===== config.mk =====
export PLATFORM = sky130hd
export DESIGN_NAME = fd_n_monitor
export DESIGN_NICKNAME = d
export VERILOG_FILES = /design/src/rtl/fd_n_monitor.sv
export SDC_FILE = /design/constraint.sdc
export NUM_CORES = 1
export LEC_CHECK = 0
export ABC_AREA = 1
export CORE_ASPECT_RATIO = 0.5
export CORE_MARGIN = 10
export CORE_UTILIZATION = 50
export DETAILED_ROUTE_END_ITERATION = 16
export PLACE_DENSITY = 0.88
export SYNTH_ARGS = -nofsm -noshare
export SYNTH_HDL_FRONTEND = slang
export SYNTH_SLANG_ARGS = --single-unit

===== constraint.sdc =====
create_clock -name clk_out -period 2.35 [get_ports clk_out]
set_input_delay 0.47 -clock clk_out [delete_from_list [all_inputs] [get_ports clk_out]]
set_output_delay 0.47 -clock clk_out [all_outputs]
set_load 0.05 [all_outputs]

===== src/rtl/fd_n_monitor.sv =====
// Divide-by-N strobe monitor: measures DIV_N falling-edge spacing, declares lock, flags sticky errors.
// Optional min/max tracking of measured_n is enabled with macro FD_MON_MINMAX_EN.
module fd_n_monitor #(
   parameter int N_W      = 4,
   parameter int CNT_W    = 5,
   parameter int LOCK_CNT = 4
) (
   input  logic             clk_out,
   input  logic             rst,
   input  logic             en,
   input  logic             DIV_N,
   input  logic [N_W-1:0]   n_expected,
   input  logic             err_clr,
   output logic [CNT_W-1:0] measured_n,
   output logic             period_valid,
   output logic             lock,
   output logic             err,
   output logic [1:0]       err_code,
   output logic [CNT_W-1:0] min_n,
   output logic [CNT_W-1:0] max_n,
   output logic [1:0]       dbg_state
);

   typedef enum logic [1:0] {S_IDLE, S_ACQ, S_MEAS, S_LOCKED} state_t;

   localparam logic [CNT_W-1:0] CNT_MAX   = '1;
   localparam logic [3:0]       LOCK_LAST = 4'(LOCK_CNT - 1);

   state_t           r_state;
   logic             r_div_d;
   logic [CNT_W-1:0] r_cnt;
   logic [3:0]       r_match;
   logic [N_W-1:0]   r_n_q;
   logic [CNT_W-1:0] r_measured;
   logic             r_pv;
   logic             r_lock;
   logic             r_err;
   logic [1:0]       r_err_code;

   logic             w_ev;
   logic             w_n_chg;
   logic [CNT_W-1:0] w_n_ext;
   logic [CNT_W-1:0] w_cnt_inc;
   logic             w_measuring;
   logic             w_meas_start;
   logic             w_meas_ev;

   assign w_ev         = r_div_d & ~DIV_N;
   assign w_n_chg      = (n_expected != r_n_q);
   assign w_n_ext      = CNT_W'(n_expected);
   assign w_cnt_inc    = (r_cnt == CNT_MAX) ? r_cnt : r_cnt + 1'b1;
   assign w_measuring  = (r_state == S_MEAS) || (r_state == S_LOCKED);
   assign w_meas_start = en && !w_n_chg && !w_measuring && w_ev;
   assign w_meas_ev    = en && !w_n_chg && w_measuring && w_ev;

   always_ff @(posedge clk_out or posedge rst) begin
      if (rst) begin
         r_state    <= S_IDLE;
         r_div_d    <= 1'b1;
         r_cnt      <= '0;
         r_match    <= '0;
         r_n_q      <= '0;
         r_measured <= '0;
         r_pv       <= 1'b0;
         r_lock     <= 1'b0;
         r_err      <= 1'b0;
         r_err_code <= 2'b00;
      end else begin
         r_div_d <= DIV_N;
         r_n_q   <= n_expected;
         r_pv    <= 1'b0;
         // A clear is overridden by any error raised later in this block.
         if (err_clr) r_err <= 1'b0;
         if (!en) begin
            r_state <= S_IDLE;
            r_cnt   <= '0;
            r_match <= '0;
            r_lock  <= 1'b0;
         end else if (w_n_chg) begin
            r_state <= S_ACQ;
            r_cnt   <= '0;
            r_match <= '0;
            r_lock  <= 1'b0;
         end else begin
            case (r_state)
               S_IDLE, S_ACQ: begin
                  if (w_ev) begin
                     r_cnt   <= 1;
                     r_state <= S_MEAS;
                  end else begin
                     r_state <= S_ACQ;
                     r_cnt   <= w_cnt_inc;
                  end
               end
               default: begin
                  if (w_ev) begin
                     r_measured <= r_cnt;
                     r_pv       <= 1'b1;
                     r_cnt      <= 1;
                     if (r_cnt == w_n_ext) begin
                        if (r_state == S_MEAS) begin
                           r_match <= r_match + 1'b1;
                           if (r_match == LOCK_LAST) begin
                              r_state <= S_LOCKED;
                              r_lock  <= 1'b1;
                           end
                        end
                     end else begin
                        r_match <= '0;
                        if (r_state == S_LOCKED) begin
                           r_state    <= S_MEAS;
                           r_lock     <= 1'b0;
                           r_err      <= 1'b1;
                           r_err_code <= 2'b01;
                        end
                     end
                  end else if (r_cnt == CNT_MAX) begin
                     // Missing strobe: counter stays saturated while reacquiring.
                     r_state    <= S_ACQ;
                     r_match    <= '0;
                     r_lock     <= 1'b0;
                     r_err      <= 1'b1;
                     r_err_code <= 2'b10;
                  end else begin
                     r_cnt <= w_cnt_inc;
                  end
               end
            endcase
         end
      end
   end

`ifdef FD_MON_MINMAX_EN
   logic             r_mm_first;
   logic [CNT_W-1:0] r_min;
   logic [CNT_W-1:0] r_max;

   always_ff @(posedge clk_out or posedge rst) begin
      if (rst) begin
         r_mm_first <= 1'b0;
         r_min      <= '0;
         r_max      <= '0;
      end else if (w_meas_start) begin
         r_mm_first <= 1'b1;
      end else if (w_meas_ev) begin
         r_mm_first <= 1'b0;
         if (r_mm_first || r_cnt < r_min) r_min <= r_cnt;
         if (r_mm_first || r_cnt > r_max) r_max <= r_cnt;
      end
   end

   assign min_n = r_min;
   assign max_n = r_max;
`else
   assign min_n = '0;
   assign max_n = '0;
`endif

   assign measured_n   = r_measured;
   assign period_valid = r_pv;
   assign lock         = r_lock;
   assign err          = r_err;
   assign err_code     = r_err_code;
   assign dbg_state    = r_state;

endmodule


==> results.sh, run 1 <==
export IMPL_fillCellCount=228
export IMPL_end_kind="output pin"
export IMPL_clock_skew_ns=0.001314
export IMPL_arrival_ns=1.57
export IMPL_max_slew_margin_pct=65.71
export IMPL_dieArea_sq_um=5742
export IMPL_syn_inst=198
export IMPL_start_util_pct=55.13
export IMPL_crit_buf_inv=1
export IMPL_fmax_mhz=490.0
export IMPL_grt_max_degree=27
export IMPL_ys_flop_type="dfrtp_1"
export IMPL_synth_edf_count=0
export IMPL_antenna_found_initial=0
export IMPL_synth_seq_cells=26
export IMPL_cts_tree="built"
export IMPL_area_growth_pct=18.52
export IMPL_p_per_area_nw_per_um2=553.8
export IMPL_cts_hold_buf=0
export IMPL_outcome="completed"
export IMPL_drive_above_1_share_pct=11.31
export IMPL_hold_depth=2
export IMPL_rrSetupSlack_ns=0.37
export IMPL_yosysTopAreaCell="dfrtp_1"
export IMPL_cts_sinks=26
export IMPL_clk_latency_ns=0.27
export IMPL_rr_worst_depth=14
export IMPL_drc_errors=0
export IMPL_grt_pass1_vias=1245
export IMPL_layout_cells_non_filler=258
export IMPL_worst_r2r_startpoint="r_cnt[0]$_DFFE_PP0P_"
export IMPL_critPathRequiredTime_ns=1.88
export IMPL_wl_per_cell_um=12.33
export IMPL_finalCritPeriodShare_pct=86.85
export IMPL_fin_nets=234
export IMPL_worstHoldEndpoint="err_code[0]$_DFFE_PP0P_"
export IMPL_p_clk_share_pct=37.4
export IMPL_crit_start="dbg_state[1]$_DFFE_PP0P_"
export IMPL_grt_ovfl_total=0
export IMPL_slowest_delay_ns=0.84
export IMPL_rsz0062_at_grt="no"
export IMPL_hp_class="register to register"
export IMPL_p_leak_nw=0.9013
export IMPL_num_vias=1295
export IMPL_ys_seq_area_share_pct=43.27
export IMPL_grt_usage_pct=11.80
export IMPL_synth_common_cells="nand2_1, inv_1, dfrtp_1, nor2_1, nand3_1"
export IMPL_crit_chain="clkdlybuf4s50_1"
export IMPL_synth_top_cell_area_share_pct=41.53
export IMPL_cts_buffers=3
export IMPL_p_switching_mw=0.2607
export IMPL_p_seq_share_pct=47.3
export IMPL_clk_transition_reported_paths_ns=0.09
export IMPL_synth_warnings=0
export IMPL_io_pins=31
export IMPL_worstPathMaxFanout=7
export IMPL_dp_hpwl_um=2498
export IMPL_io_buffers=20
export IMPL_ctsResizeCount=0
export IMPL_coreArea_sq_um=2733
export IMPL_dr_pass1_iters=4
export IMPL_synthTopCellsByArea="dfrtp_1, nand2_1, inv_1, buf_4, nand3_1"
export IMPL_num_rows=13
export IMPL_die_y_um=58.82
export IMPL_wl_um=3181
export IMPL_clockBufferDepth=2
export IMPL_drtIter0Drc=79
export IMPL_syn_area_per_cell_sq_um=7.608
export IMPL_cap_violations=0
export IMPL_ir_drop_v=0.0002946
export IMPL_tns_ns=0
export IMPL_post_cts_setup_buffers=0
export IMPL_internal_power_mw=0.7280
export IMPL_setup_viol=0
export IMPL_grt_pass1_wl_um=5554
export IMPL_post_place_cells=254
export IMPL_yosysMostFrequentCell="nand2_1"
export IMPL_ant_nets=0
export IMPL_p_sw_share_pct=26.37
export IMPL_worstMarginPinSlew_ns=0.5127
export IMPL_start_kind="register"
export IMPL_htreeDepth=1
export IMPL_setup_ws_ns=0.3090
export IMPL_synth_area_sq_um=1506
export IMPL_place_ws_ns=0.07869
export IMPL_worstReg2RegEnd="lock$_DFFE_PP0P_"
export IMPL_hold_violations=0
export IMPL_slew_viol_final=0
export IMPL_power_frac_comb_pct=15.3
export IMPL_gp_congestion=0.8359
export IMPL_cpLargestDelayFamily="buffers and inverters"
export IMPL_fin_crit_ns=2.041
export IMPL_fp_dieW_um=97.63
export IMPL_synthArstFlopShare_pct=100.0
export IMPL_cts_root_buf="clkbuf_8"
export IMPL_cpMaxStageDelayCell="clkdlybuf4s50_1"
export IMPL_crit_type="register to output pin"
export IMPL_synth_cell_types=30
export IMPL_vias_per_cell=5.019
export IMPL_hp_start="err_code[0]$_DFFE_PP0P_"
export IMPL_antenna_cells=0
==> routing by layer <==
metal  global-route usage, %  part of all wire, %  up-vias
met3                   4.424                  8.0        8
met1                   13.08                   44      602
li1                        -                    -      638
met4                   4.938                  2.3        0
met5                       0                    0        -
met2                   20.41                   46       47
==> power groups by stage <==
stage / clock (mW) / sequential [mW] / combinational [mW]
3_5_place_dp: 0 / 0.476 / 0.151
6_report: 0.370 / 0.467 / 0.152
3_3_place_gp: 0 / 0.476 / 0.148
2_1_floorplan: 0 / 0.495 / 0.103
4_1_cts: 0.379 / 0.467 / 0.152
5_1_grt: 0.399 / 0.469 / 0.165
==> cell type report <==
class                   instances  area (sq um)  area share (%)
multi-input cells             136         680.7           38.12
flip-flops and latches         26         651.9           36.51
repair buffers                 21         207.7           11.63
inverters                      34         127.6           7.148
well taps                      37         46.29           2.593
clock buffers                   3         41.29           2.313
clock inverters                 1         30.03           1.682
==> registers in the layout, indices dropped and copies added (netlist names) <==
signal	cells
r_cnt	5
r_match	4
period_valid	1
err_code	2
r_div_d	1
r_n_q	4
dbg_state	2
lock	1
err	1
measured_n	5
==> per-stage QoR <==
step	hold WS, ns	total power [mW]	utilization, %	instance area (sq um)
after detailed placement	0.4771	0.6272	62.73	1714
after floorplan	0.4745	0.5978	-	1540
after global routing	0.5256	1.033	65.34	1785
after CTS	0.4967	0.9983	65.34	1785
after global placement	0.4565	0.6234	62.73	1714
final	0.4931	0.9887	65.34	1785
==> tightest hold or removal path, cell delays in order (launching register included) <==
cell     delay, ns
dfrtp_1       0.36
nand2_1       0.05
nand2_1       0.05
==> layout by cell type (no fill, tap or decap), drive strengths merged, types with 3 or more instances in the layout <==
cell,Yosys,routed
nand2,60,60
inv,34,34
dfrtp,25,25
clkdlybuf4s50,0,20
nor2,20,20
nand3,13,13
o21ai,11,11
conb,1,10
a21oi,4,4
nand4,4,4
nor3,3,3
ha,3,3
clkbuf,0,3
==> cells by family (layout without fill, tap and decap cells) <==
group / after synthesis / after routing / synth area share (%)
buf+inv: 45 / 59 / 13.79
flops: 26 / 26 / 43.27
other cells: 1 / 10 / 0.2489
compound gates: 18 / 18 / 6.562
fa+ha+maj: 3 / 3 / 2.492
simple gates: 103 / 103 / 32.48
xor+xnor: 2 / 2 / 1.163
==> worst max-delay path by stage <==
stage / to / slack (ns) / depth (start not counted)
global route: lock$_DFFE_PP0P_ / 0.11 / 14
detailed placement: lock$_DFFE_PP0P_ / 0.08 / 14
finish: dbg_state[1] / 0.31 / 1
CTS: dbg_state[1] / 0.29 / 1
global placement: measured_n[4]$_DFFE_PP0P_ / 0.16 / 12
floorplan: lock$_DFFE_PP0P_ / 0.67 / 14
No activity file was read; power rests on OpenSTA's default activity.
==> run 2, diff against run 1 <==
- CELL_PAD_IN_SITES_DETAIL_PLACEMENT: not set -> 0
- CELL_PAD_IN_SITES_GLOBAL_PLACEMENT: not set -> 1
- CORE_UTILIZATION: 50 -> 36
==> run 2 against run 1 <==
Compared with the run above:
- critical path depth unchanged
- cell count is 6.6% higher
- worst hold slack lost 0.018 ns
- fmax decreased by 0.42%
- utilization down 20 points
- via count down 5.8%
- clock power hardly changed
- critical path type unchanged
==> results.sh, run 2 (synthesized netlist as in run 1, its figures left out) <==
export IMPL_crit_chain="clkdlybuf4s50_1"
export IMPL_mostFrequentLayoutCell="nand2_1"
export IMPL_clk_transition_reported_paths_ns=0.09
export IMPL_cts_buffers=3
export IMPL_grt_pass1_vias=1245
export IMPL_cts_sinks=26
export IMPL_wl_um=3095
export IMPL_slowest_delay_ns=0.85
export IMPL_worstMarginPinSlew_ns=0.5067
export IMPL_antenna_cells=0
export IMPL_cts_hold_buf=0
export IMPL_wl_met2_um=1411
export IMPL_place_ws_ns=0.1167
export IMPL_wl_met3_um=97
export IMPL_fmax_mhz=487.9
export IMPL_setup_viol=0
export IMPL_crit_buf_inv=1
export IMPL_setup_ws_ns=0.3003
export IMPL_grt_max_degree=17
export IMPL_gp_congestion=0.8454
export IMPL_tns_ns=0
export IMPL_coreArea_sq_um=3964
export IMPL_rsz0062_at_grt="no"
export IMPL_ir_drop_v=0.0001629
export IMPL_hp_class="input port to async pin"
export IMPL_p_per_area_nw_per_um2=548.5
export IMPL_arrival_ns=1.58
export IMPL_finalPower_mw=0.9911
export IMPL_m1WireLength_um=1529
export IMPL_max_slew_margin_pct=66.11
export IMPL_fp_dieW_um=111.5
export IMPL_end_kind="output pin"
export IMPL_crit_type="register to output pin"
export IMPL_cpMaxStageDelayCell="clkdlybuf4s50_1"
export IMPL_place_area_sq_um=1735
export IMPL_post_cts_setup_buffers=0
export IMPL_die_y_um=65.74
export IMPL_ctsResizeCount=0
export IMPL_critPathRequiredTime_ns=1.88
export IMPL_cap_violations=0
export IMPL_num_vias=1220
export IMPL_fin_crit_ns=2.050
export IMPL_cts_root_buf="clkbuf_8"
export IMPL_area_growth_pct=19.93
export IMPL_grt_usage_pct=8.752
export IMPL_clock_skew_ns=0.007372
export IMPL_utilization_pct=45.58
export IMPL_wl_per_cell_um=11.25
export IMPL_design_area_sq_um=1807
export IMPL_slew_viol_final=0
export IMPL_hold_violations=0
export IMPL_num_rows=16
export IMPL_drtIter0Drc=54
export IMPL_dp_hpwl_um=2540
export IMPL_worstPathMaxFanout=7
export IMPL_io_pins=31
export IMPL_clockBufferDepth=2
export IMPL_start_util_pct=38.01
export IMPL_grt_ovfl_total=0
export IMPL_p_leak_nw=0.9013
export IMPL_dr_pass1_iters=4
export IMPL_ant_nets=0
export IMPL_drive_above_1_share_pct=11.31
export IMPL_io_buffers=20
export IMPL_hold_ws_ns=0.4756
export IMPL_dieArea_sq_um=7329
export IMPL_mostFrequentLayoutCells="nand2_1, inv_1, dfrtp_1"
export IMPL_vias_per_cell=4.436
export IMPL_outcome="completed"
export IMPL_layout_cells_non_filler=275
export IMPL_htreeDepth=1
export IMPL_drc_errors=0
export IMPL_cts_tree="built"
export IMPL_grt_pass1_wl_um=5430
export IMPL_highest_layer="met4"
export IMPL_cpLargestDelayFamily="buffers and inverters"
export IMPL_fin_nets=234
export IMPL_post_place_cells=271
export IMPL_start_kind="register"
export IMPL_clk_latency_ns=0.28
export IMPL_finalCritPeriodShare_pct=87.22
export IMPL_antenna_found_initial=0
[run 2: area by class of cell]
type                    instances  area (sq um)
fillers                       398          2157
multi-input cells             136         680.7
flip-flops and latches         26         651.9
repair buffers                 21         207.7
inverters                      34         127.6
well taps                      54         67.56
clock buffers                   3         41.29
clock inverters                 1         30.03
[run 2: metal layers]
layer	vias to the layer above	GRT usage, %
met1	548	10.64
met2	23	14.53
met3	7	2.355
met4	0	3.662
met5	-	0
li1	642	-
[run 2: worst paths after layout]
path                                                from                 endpoint  slack [ns]  depth (start not counted)
worst max-delay path            dbg_state[1]$_DFFE_PP0P_             dbg_state[1]        0.30                          1
worst min-delay path                                 rst       r_n_q[1]$_DFF_PP0_        0.48                          2
worst max register to register      r_cnt[0]$_DFFE_PP0P_         lock$_DFFE_PP0P_        0.43                         14
worst min register to register   err_code[0]$_DFFE_PP0P_  err_code[0]$_DFFE_PP0P_        0.48                          2
max in group asynchronous                            rst            err$_DFF_PP0_        1.30                          3
min in group clk_out             err_code[0]$_DFFE_PP0P_  err_code[0]$_DFFE_PP0P_        0.48                          2
[run 2: power by group]
| part | total, mW | internal, mW | leakage [nW] | switching [mW] |
|---|---|---|---|---|
| Combinational | 0.151 | 0.0409 | 0.527 | 0.110 |
| Clock | 0.373 | 0.228 | 0.0357 | 0.145 |
| Sequential | 0.467 | 0.459 | 0.338 | 0.00840 |
==> run 3, diff against run 2 <==
- CELL_PAD_IN_SITES_DETAIL_PLACEMENT: 0 -> 1
==> run 3 against run 2 <==
Compared with the run above:
- combinational power grew 3%
- routed wire length grew 34%
- fmax shrank 1.5%
- final area is the same
- cell count is the same
- clock power grew 5%
- die area is the same
- total power grew 2.3%
- count of clock-buffer cells in the layout is the same
- first-iteration DRC count grew 20%
- critical path type unchanged
- global-route usage grew 2.7 points
==> results.sh, run 3 (synthesized netlist as in run 1, its figures left out) <==
export IMPL_outcome="completed"
export IMPL_fmax_mhz=480.6
export IMPL_io_buffers=20
export IMPL_p_sw_share_pct=28.14
export IMPL_antenna_found_initial=0
export IMPL_start_util_pct=38.01
export IMPL_p_leak_nw=0.9013
export IMPL_fin_crit_ns=2.081
export IMPL_hp_class="input port to async pin"
export IMPL_gp_congestion=0.8454
export IMPL_start_kind="register"
export IMPL_dp_hpwl_um=3218
export IMPL_utilization_pct=45.58
export IMPL_clock_skew_ns=0.007854
export IMPL_num_rows=16
export IMPL_slew_viol_final=0
export IMPL_clockBufferDepth=2
export IMPL_critPathRequiredTime_ns=1.88
export IMPL_post_cts_setup_buffers=0
export IMPL_power_frac_comb_pct=15.4
export IMPL_wl_met2_um=2155
export IMPL_arrival_ns=1.61
export IMPL_io_pins=31
export IMPL_cts_tree="built"
export IMPL_crit_chain="clkdlybuf4s50_1"
export IMPL_antenna_cells=0
export IMPL_drc_errors=0
export IMPL_m1WireLength_um=1762
export IMPL_setup_viol=0
export IMPL_wl_per_cell_um=15.07
export IMPL_clk_transition_reported_paths_ns=0.10
export IMPL_fin_nets=234
export IMPL_htreeDepth=1
export IMPL_rsz0062_at_grt="no"
export IMPL_area_growth_pct=19.93
export IMPL_rrSetupSlack_ns=0.33
export IMPL_ctsResizeCount=0
export IMPL_wl_met3_um=144
export IMPL_hold_violations=0
export IMPL_num_vias=1305
export IMPL_worstPathMaxFanout=7
export IMPL_cpMaxStageDelayCell="clkdlybuf4s50_1"
export IMPL_cts_root_buf="clkbuf_8"
export IMPL_die_y_um=65.74
export IMPL_grt_max_degree=17
export IMPL_highest_layer="met4"
export IMPL_p_seq_share_pct=46.1
export IMPL_grt_ovfl_total=0
export IMPL_drtIter0Drc=65
export IMPL_ant_nets=0
export IMPL_finalPower_mw=1.014
export IMPL_mostFrequentLayoutCell="nand2_1"
export IMPL_p_switching_mw=0.2854
export IMPL_wl_um=4144
export IMPL_ir_drop_v=0.0003455
export IMPL_drive_above_1_share_pct=11.31
export IMPL_worstMarginPinSlew_ns=0.5140
export IMPL_dr_pass1_iters=4
export IMPL_grt_pass1_vias=1449
export IMPL_clk_latency_ns=0.29
export IMPL_crit_type="register to output pin"
export IMPL_cts_buffers=3
export IMPL_cpLargestDelayFamily="buffers and inverters"
export IMPL_vias_per_cell=4.745
export IMPL_slowest_delay_ns=0.85
export IMPL_dieArea_sq_um=7329
export IMPL_layout_cells_non_filler=275
export IMPL_cap_violations=0
export IMPL_worst_r2r_startpoint="r_cnt[0]$_DFFE_PP0P_"
export IMPL_end_kind="output pin"
export IMPL_p_per_area_nw_per_um2=561.2
export IMPL_post_place_cells=271
export IMPL_max_slew_margin_pct=65.63
export IMPL_coreArea_sq_um=3964
export IMPL_mostFrequentLayoutCells="nand2_1, inv_1, dfrtp_1"
export IMPL_hold_ws_ns=0.4762
export IMPL_crit_buf_inv=1
export IMPL_grt_pass1_wl_um=6906
export IMPL_finalCritPeriodShare_pct=88.54
export IMPL_grt_usage_pct=11.45
export IMPL_internal_power_mw=0.7286
export IMPL_worstReg2RegEnd="lock$_DFFE_PP0P_"
export IMPL_p_clk_share_pct=38.5
export IMPL_rr_worst_depth=14
export IMPL_cts_sinks=26
export IMPL_fp_dieW_um=111.5
export IMPL_cts_hold_buf=0
[run 3: area by class of cell]
type / count / area, sq um
Clock buffer: 3 / 41.29
Clock inverter: 1 / 30.03
Fill cell: 510 / 2157
Inverter: 34 / 127.6
Multi-Input combinational cell: 136 / 680.7
Sequential cell: 26 / 651.9
Tap cell: 54 / 67.56
Timing Repair Buffer: 21 / 207.7
[run 3: worst max path at each step]
stage	endpoint	slack [ns]	from	cells after the start
floorplan	lock$_DFFE_PP0P_	0.67	r_cnt[0]$_DFFE_PP0P_	14
global placement	lock$_DFFE_PP0P_	0.14	n_expected[2]	14
detailed placement	lock$_DFFE_PP0P_	-0.0006	n_expected[1]	14
CTS	dbg_state[1]	0.26	dbg_state[1]$_DFFE_PP0P_	1
global route	lock$_DFFE_PP0P_	0.13	n_expected[2]	14
finish	dbg_state[1]	0.27	dbg_state[1]$_DFFE_PP0P_	1
[run 3: worst reg2reg max path, delay by kind of cell, from the launching register on]
kind / cells / cell delay [ns]
fa+ha+maj: 2 / 0.44
buf+inv: 3 / 0.32
flops: 1 / 0.48
simple gates: 9 / 0.71
[run 3: metrics by stage]
| step | area [sq um] | setup slack (ns) | TNS (ns) |
|---|---|---|---|
| after global placement | 1735 | 0.1360 | 0 |
| after global routing | 1807 | 0.1284 | 0 |
| after floorplan | 1540 | 0.6745 | 0 |
| final | 1807 | 0.2692 | 0 |
| after detailed placement | 1735 | -0.0005629 | -0.0005629 |
| after CTS | 1807 | 0.2614 | 0 |
[run 3: power by group through the flow]
stage | clock (mW) | combinational, mW | sequential, mW
global route | 0.416 | 0.168 | 0.470
detailed placement | 0 | 0.156 | 0.476
floorplan | 0 | 0.103 | 0.495
finish | 0.390 | 0.156 | 0.468
global placement | 0 | 0.150 | 0.476
CTS | 0.397 | 0.157 | 0.468
[run 3: layer usage]
layer	up-vias	GRT usage, %
li1	649	-
met2	29	20.64
met3	7	3.261
met1	620	12.44
met5	-	0
met4	0	5.414
